[config.mk]
export PLATFORM = sky130hd
export DESIGN_NAME = pipelined_divider
export DESIGN_NICKNAME = d
export VERILOG_FILES = /design/src/rtl/pipelined_divider.sv
export SDC_FILE = /design/constraint.sdc
export NUM_CORES = 1
export LEC_CHECK = 0
export CAP_MARGIN = 20
export CORE_MARGIN = 2
export CORE_UTILIZATION = 53
export CTS_CLUSTER_DIAMETER = 30
export CTS_CLUSTER_SIZE = 16
export DETAILED_ROUTE_END_ITERATION = 7
export HOLD_SLACK_MARGIN = 0.12
export PLACE_DENSITY = 0.77
export SYNTH_ARGS = -nofsm -noshare
export SYNTH_HDL_FRONTEND = slang
export SYNTH_SLANG_ARGS = --single-unit
[constraint.sdc]
create_clock -name clock -period 2.98 [get_ports clock]
set_input_delay 0.298 -clock clock [delete_from_list [all_inputs] [get_ports clock]]
set_output_delay 0.298 -clock clock [all_outputs]
set_load 0.02 [all_outputs]
[src/rtl/pipelined_divider.sv]
// Pipelined unsigned restoring divider: SLICES_PER_STAGE quotient bits per
// registered stage, valid/ready on both ends, bubble-collapsing advance.
module pipelined_divider #(
  parameter int unsigned DIVIDENDLEN      = 8,
  parameter int unsigned DIVISORLEN       = 4,
  parameter int unsigned SLICES_PER_STAGE = 2,
  parameter int unsigned TAGLEN           = 4
) (
  input  logic                   clock,
  input  logic                   resetN,
  input  logic                   in_valid,
  output logic                   in_ready,
  input  logic [DIVIDENDLEN-1:0] dividend,
  input  logic [DIVISORLEN-1:0]  divisor,
  input  logic [TAGLEN-1:0]      in_tag,
  output logic                   out_valid,
  input  logic                   out_ready,
  output logic [DIVIDENDLEN-1:0] quotient,
  output logic [DIVISORLEN-1:0]  remainder,
  output logic [TAGLEN-1:0]      out_tag,
  output logic                   div_by_zero
);

  localparam int unsigned DW      = DIVIDENDLEN;
  localparam int unsigned RW      = DIVISORLEN;
  localparam int unsigned NSTAGES = (DW + SLICES_PER_STAGE - 1) / SLICES_PER_STAGE;

  logic [NSTAGES-1:0] vld_d, vld_q, adv_c;

  // Element 0 is the input port, element k+1 is the register of stage k.
  logic [NSTAGES:0] chain_vld;
  logic [NSTAGES:0] chain_dz;
  logic [RW:0]      chain_prem [NSTAGES+1];
  logic [DW-1:0]    chain_dvd  [NSTAGES+1];
  logic [DW-1:0]    chain_quo  [NSTAGES+1];
  logic [RW-1:0]    chain_dvs  [NSTAGES+1];
  logic [TAGLEN-1:0] chain_tag [NSTAGES+1];

  assign chain_vld     = {vld_q, in_valid};
  assign chain_dz[0]   = (divisor == '0);
  assign chain_prem[0] = '0;
  assign chain_dvd[0]  = dividend;
  assign chain_quo[0]  = '0;
  assign chain_dvs[0]  = divisor;
  assign chain_tag[0]  = in_tag;

  // A stage may load when it is empty or its contents move on this cycle.
  always_comb begin
    adv_c = '0;
    adv_c[NSTAGES-1] = !vld_q[NSTAGES-1] || out_ready;
    for (int k = int'(NSTAGES) - 2; k >= 0; k--) begin
      adv_c[k] = !vld_q[k] || adv_c[k+1];
    end
  end

  always_comb begin
    vld_d = vld_q;
    for (int k = 0; k < int'(NSTAGES); k++) begin
      if (adv_c[k]) vld_d[k] = chain_vld[k];
    end
  end

  always_ff @(posedge clock or negedge resetN) begin
    if (!resetN) vld_q <= '0;
    else         vld_q <= vld_d;
  end

  for (genvar k = 0; k < NSTAGES; k++) begin : g_stage
    logic [RW:0]       prem_d, prem_q;
    logic [DW-1:0]     dvd_d, dvd_q;
    logic [DW-1:0]     quo_d, quo_q;
    logic [RW-1:0]     dvs_d, dvs_q;
    logic [TAGLEN-1:0] tag_d, tag_q;
    logic              dz_d, dz_q;

    // Data only moves with a valid operation so idle outputs stay put.
    always_comb begin
      prem_d = prem_q;
      dvd_d  = dvd_q;
      quo_d  = quo_q;
      dvs_d  = dvs_q;
      tag_d  = tag_q;
      dz_d   = dz_q;
      if (adv_c[k] && chain_vld[k]) begin
        prem_d = chain_prem[k];
        dvd_d  = chain_dvd[k];
        quo_d  = chain_quo[k];
        dvs_d  = chain_dvs[k];
        tag_d  = chain_tag[k];
        dz_d   = chain_dz[k];
        for (int unsigned s = 0; s < SLICES_PER_STAGE; s++) begin
          if (k * SLICES_PER_STAGE + s < DW) begin
            prem_d = {prem_d[RW-1:0], dvd_d[DW-1]};
            dvd_d  = {dvd_d[DW-2:0], 1'b0};
            if (prem_d >= {1'b0, dvs_d}) begin
              prem_d = prem_d - {1'b0, dvs_d};
              quo_d  = {quo_d[DW-2:0], 1'b1};
            end else begin
              quo_d  = {quo_d[DW-2:0], 1'b0};
            end
          end
        end
      end
    end

    always_ff @(posedge clock or negedge resetN) begin
      if (!resetN) begin
        prem_q <= '0;
        dvd_q  <= '0;
        quo_q  <= '0;
        dvs_q  <= '0;
        tag_q  <= '0;
        dz_q   <= 1'b0;
      end else begin
        prem_q <= prem_d;
        dvd_q  <= dvd_d;
        quo_q  <= quo_d;
        dvs_q  <= dvs_d;
        tag_q  <= tag_d;
        dz_q   <= dz_d;
      end
    end

    assign chain_prem[k+1] = prem_q;
    assign chain_dvd[k+1]  = dvd_q;
    assign chain_quo[k+1]  = quo_q;
    assign chain_dvs[k+1]  = dvs_q;
    assign chain_tag[k+1]  = tag_q;
    assign chain_dz[k+1]   = dz_q;
  end

  assign in_ready    = adv_c[0];
  assign out_valid   = vld_q[NSTAGES-1];
  assign quotient    = chain_quo[NSTAGES];
  assign remainder   = chain_prem[NSTAGES][RW-1:0];
  assign out_tag     = chain_tag[NSTAGES];
  assign div_by_zero = chain_dz[NSTAGES];

endmodule

==> flow_metrics.tcl <==
set metrics [dict create \
    crit_required_ps 3220 \
    setup_ws_ps -125 \
    ios 39 \
    cp-startpoint "g_stage[0].dvd_q[7]" \
    wl_um 10600 \
    yosysSeqAreaShare 0.457 \
    arrival_ps 3350 \
    area_delta_synth_final_pct 33.8 \
    ctsRootBufferMaster "clkbuf_8" \
    drt-pass1-iter-count 4 \
    grt_overflow 0 \
    synth_warnings 0 \
    critPathKind "flop to flop" \
    grt_pass1_vias 3590 \
    routabilityCongestion 0.846 \
    syn-mean-instance-area_um2 11.1 \
    drive_above_1_share 0.380 \
    crit_fanout 5 \
    ys_seq_elements 84 \
    synthCells 414 \
    r2r-start "g_stage[0].dvd_q[7]" \
    multiInputGateArea_um2 2640 \
    worst_slew_pin_slew_ps 887 \
    skew_ps 13.1 \
    insertion_delay_ps 370 \
    tns_ps -926 \
    hpwl_um 6930 \
    grt_pass1_wl_um 16300 \
    cts_tree "built" \
    slowest_stage "dfrtp_1" \
    place_area_um2 5550 \
    grt_max_degree 85 \
    max-clock-path-buffers 2 \
    cts-buffers-inserted 9 \
    fp.coreArea_um2 8300 \
    yosys.area.top_type "dfrtp_1" \
    die_y_um 97.2 \
    yosys-top-cells-area "dfrtp_1 46%, mux2_2 13%, ha_1 8.2%, o21ai_0 3.7%, nand2_1 3.1%" \
    relSlewSlack 0.408 \
    min_period_ps 3100 \
    power_leakage_nw 2.80 \
    clk_pin_slew_ps 100 \
    std_cell_rows 33 \
    max_stage_delay_ps 400 \
    cts_max_level 3 \
    violations "setup timing" \
    cp_common_cell "o21ai_0" \
    synth_cell_type_count 48 \
    clock_sinks 84 \
    hold_viol_final 0 \
    synth_edf_count 0 \
    ff_latch_area_um2 2100 \
    die_x_um 97.2 \
    period_share 1.04 \
    nFillCells 515 \
    netlist_area_um2 4600 \
    syn_nets 471 \
    status "finished with violations" \
    final_area_um2 6160 \
    timing.fmax_ghz 0.322 \
    antennaDiodeCount 0 \
    ant_nets 0 \
    preCtsSetupSlack_ps -171 \
    peakVddDrop_uv 608 \
    antenna_found_initial 0 \
    drt-initial-drc-count 140 \
    yosysTopAreaCellShare 0.457 \
    slew_violations 0 \
    finalNetCount 583 \
    hold_class "input pin to asynchronous set/reset pin" \
    synthArstFlopShare 1.00 \
    fin_hold_ws_ps 294 \
    start_kind "flop" \
    wl_per_cell_um 16.6 \
    power.density_nw_per_um2 1230 \
    grt_setup_unrepaired "yes" \
    io_buffers 38 \
    cp.buffers_inverters 1 \
    synth-main-ff-cell "dfrtp_1" \
    critical-path-top-delay-family "compound AO/OA/AOI/OAI gates" \
    worstPathCellList "inv_1, ha_2, o21ai_0, a31o_2, mux2_4, ha_4, a41o_1, a31oi_1, nand3_1, a211o_4, mux2i_1, o21ai_0" \
    cp-end-kind "flop" \
    vias 3558 \
    initial_core_util 0.555 \
    dieArea_um2 9440 \
    finalSetupViolCount 13 \
    grtUsageTotal 0.211 \
    viasPerCell 5.59 \
    drc 0 \
    drv_cap 0 \
]
-- path summary, 6_finish.rpt --
kind | slack (ps) | depth (start not counted) | to
max in group asynchronous | 2090 | 3 | g_stage[1].quo_q[1]
min reg2reg | 500 | 2 | g_stage[3].prem_q[1]
max | -120 | 12 | g_stage[1].prem_q[2]
max reg2reg | -120 | 12 | g_stage[1].prem_q[2]
min | 290 | 2 | g_stage[3].prem_q[1]
min in group clock | 500 | 2 | g_stage[3].prem_q[1]
-- final cells by class --
class,count,area share
clock buffers,9,0.0201
clock inverters,7,0.0122
inverters,34,0.0207
multi-input cells,285,0.428
flip-flops and latches,84,0.341
well taps,105,0.0213
repair buffers,112,0.156
-- flip-flops by register name, summed over array words and instances, names as in the netlist --
register,cells
g_stage.dvs_q,12
g_stage.dvd_q,12
out_tag,4
vld_q,4
div_by_zero,1
g_stage.quo_q,12
g_stage.prem_q,16
g_stage.dz_q,3
g_stage.tag_q,12
quotient,8
-- power breakdown --
group / switching, W / internal (W) / leakage [nW]
sequential: 0.000227 / 0.00152 / 1.01
combinational: 0.00233 / 0.00270 / 1.69
clock: 0.000481 / 0.000333 / 0.0990
total: 0.00303 / 0.00455 / 2.80
-- synthesized netlist by cell type, drive strengths merged, types with 2 or more instances --
library cell / instances
dfrtp: 84
mux2: 56
nand2: 38
o21ai: 35
inv: 34
ha: 30
a21oi: 16
nor2: 16
mux2i: 12
clkbuf: 10
nand2b: 9
fa: 7
xor2: 7
nor2b: 6
or2: 6
nor3: 5
a21o: 3
a221o: 3
nand3: 3
o31ai: 3
a2111oi: 2
a211o: 2
a311o: 2
a31o: 2
a31oi: 2
a41o: 2
nand3b: 2
nand4: 2
-- layout by cell type (no fill, tap or decap), types with 4 or more instances in the layout --
cell type / count
clkdlybuf4s50_1: 37
a21oi_2: 6
inv_2: 6
dfrtp_1: 84
nor2_1: 13
mux2_2: 53
nor2b_1: 6
a21oi_1: 9
nand2_1: 37
ha_1: 16
mux2i_1: 10
fa_1: 6
buf_4: 71
o21ai_1: 6
or2_4: 4
nand2b_1: 6
ha_4: 12
inv_1: 28
o21ai_0: 26
xor2_1: 7
clkbuf_8: 9
-- metal layers --
layer  global-route usage  vias up  share of wire
met1                0.254     1772           0.40
met5                    0        -              0
met2                0.381       75           0.54
met3               0.0439       21          0.036
li1                     -     1690              -
met4               0.0618        0          0.019
-- logic make-up (layout without fill, tap and decap cells) --
logic type | Yosys count | count (layout) | synth area share
AOI/OAI and AO/OA | 79 | 79 | 0.115
xor gates and xnor gates | 8 | 8 | 0.0152
adders and majority gates | 37 | 37 | 0.112
buffers and inverters | 45 | 162 | 0.0370
DFF | 84 | 84 | 0.457
muxes | 68 | 68 | 0.164
and+or+nand+nor | 93 | 93 | 0.100
-- repair_timing --
| action | CTS | global route |
|---|---|---|
| resized for setup | 20 | 36 |
| hold buffers | 0 | 1 |
| endpoints found under the hold margin | 0 | 56 |
| setup endpoints to repair | 12 | 15 |
| setup buffers | 8 | 7 |
| pin swaps | 19 | 28 |
-- metrics by stage --
| stage | total power [W] | util | cells |
|---|---|---|---|
| floorplan | 0.00425 | - | 414 |
| global placement | 0.00558 | 0.668 | 603 |
| detailed placement | 0.00577 | 0.668 | 603 |
| CTS | 0.00686 | 0.709 | 627 |
| global route | 0.00806 | 0.742 | 636 |
| finish | 0.00759 | 0.742 | 636 |
(Power assumes the default switching activity.)
==> edit, RTL diff (config.mk and constraints unchanged) <==
`SLICES_PER_STAGE`: 2 -> 1.
--- a/src/rtl/pipelined_divider.sv
+++ b/src/rtl/pipelined_divider.sv
@@ -3,7 +3,7 @@
 module pipelined_divider #(
   parameter int unsigned DIVIDENDLEN      = 8,
   parameter int unsigned DIVISORLEN       = 4,
-  parameter int unsigned SLICES_PER_STAGE = 2,
+  parameter int unsigned SLICES_PER_STAGE = 1,
   parameter int unsigned TAGLEN           = 4
 ) (
   input  logic                   clock,
Function: changed (Yosys sat finds a counterexample within 10 cycles, from zero or initial values and one cycle with resetN low).
==> edit against the original RTL <==
Clock skew is 0.0057 ns lower. Combinational power fell by 24%. Clock power grew to 3.0 times the old value. Setup slack improved by 0.67 ns. Non-clock buffer count fell by 62. Cell area up 49%. Sequential cell count grew 88. Die area is 68% higher. Wire length is 35% higher. Area after synthesis rose by 71%. Power is 33% higher. Largest power group unchanged.
==> edit: results (changes against the original RTL) <==
- Worst path arrival time: 2.14 ns (was 3.35 ns)
- Max FO, Critical Path: 6 (was 5)
- Fraction of area in registers: 47.03% (was 34.13%)
- Detailed router's first-iteration violation count: 337 (was 140)
- Maximum cell stage delay along the critical path: 0.57 ns (was 0.40 ns)
- Leading cell category by total area: sequential cells (was multi-input combinational cells)
- Final net count: 781 (was 583)
- Worst setup endpoint: in_ready (was g_stage[1].prem_q[2])
- Overall routing resource usage: 19.32% (was 21.11%)
- Minimum setup slack among reg-to-reg paths: 0.94 ns (was -0.12 ns)
- Routability congestion estimate from global placement: 0.7669 (was 0.8457)
- Clock sink total: 172 (was 84)
- Tmin final: 2.438 ns (was 3.105 ns)
- Worst r2r path cells: 5 (was 12)
- Root cell of the clock tree: sky130_fd_sc_hd__clkbuf_16 (was sky130_fd_sc_hd__clkbuf_8)
- Result of the run: finished clean (was finished, violations left)
- Metal-1 WL: 6140 µm (was 4285 µm)
- First-pass GRT wire length: 24,890 µm (was 16,290 µm)
- Startpoint of the most critical setup path: vld_q[6] (was g_stage[0].dvd_q[7])
- Placed Area: 0.008474 mm² (was 0.005548 mm²)
- Area taken by multi-input logic gates: 0.003283 mm² (was 0.002636 mm²)
- Final worst clock skew: 0.007342 ns (was 0.01307 ns)
- Met2 Usage GRT: 34.21% (was 38.09%)
- Portion of the layout cell area used by non-clock buffers: 5.319% (was 15.64%)
- Num tapcells: 184 (was 105)
- Post-CTS Resized: 0 (was 20)
- Number of vias in the routed layout: 5,101 (was 3,558)
- Number of global-route vias before repair: 5,345 (was 3,590)
- Latest clock arrival within the worst-skew pair: 0.43 ns (was 0.37 ns)
- Met2 Wirelength: 7421 µm (was 5722 µm)
- Wire length on met3: 445 µm (was 381 µm)
- Mean cell area of the mapped netlist: 11.65 µm² (was 11.12 µm²)
- Delay-heaviest family, CP: simple AND/OR/NAND/NOR gates (was compound AO/OA/AOI/OAI gates)
- Inverter count of the layout excluding clock inverters: 48 (was 34)
- Clock buf count: 21 (was 9)
- Fraction of layout instances using a drive strength above 1: 19.16% (was 38.04%)
- HPWL reported at the end of detailed placement: 10,270 µm (was 6933 µm)
- Adder and majority gate portion of the synthesized area: 6.548% (was 11.20%)
- Commonest cells post-synth: sky130_fd_sc_hd__dfrtp_1 (172), sky130_fd_sc_hd__nand2_1 (89), sky130_fd_sc_hd__mux2_2 (85) (was sky130_fd_sc_hd__dfrtp_1 (84), sky130_fd_sc_hd__mux2_2 (55), sky130_fd_sc_hd__nand2_1 (38))
- Count of fill cells added during filler insertion: 1,108 (was 515)
## edit: cell count changes after synthesis, moves of 6 or more
cell / delta
sky130_fd_sc_hd__a22oi_1: +7
sky130_fd_sc_hd__buf_2: +11
sky130_fd_sc_hd__dfrtp_1: +88
sky130_fd_sc_hd__inv_1: +14
sky130_fd_sc_hd__mux2_1: +8
sky130_fd_sc_hd__mux2_2: +30
sky130_fd_sc_hd__mux2i_1: -8
sky130_fd_sc_hd__nand2_1: +51
sky130_fd_sc_hd__nor2_1: +17
sky130_fd_sc_hd__o21bai_1: +7
sky130_fd_sc_hd__o31ai_1: +9
sky130_fd_sc_hd__o32ai_1: +6
sky130_fd_sc_hd__xor2_1: -6
## edit: report_power, final
group | switching, W | internal (W)
sequential | 0.000557 | 0.00323
combinational | 0.00202 | 0.00181
clock | 0.000872 | 0.00157
total | 0.00345 | 0.00661
## edit: repair_timing
item	CTS	global route
endpoints found under the hold margin	77	0
hold buffers	1	0
endpoints found under the setup margin	0	0
buffers inserted	0	0
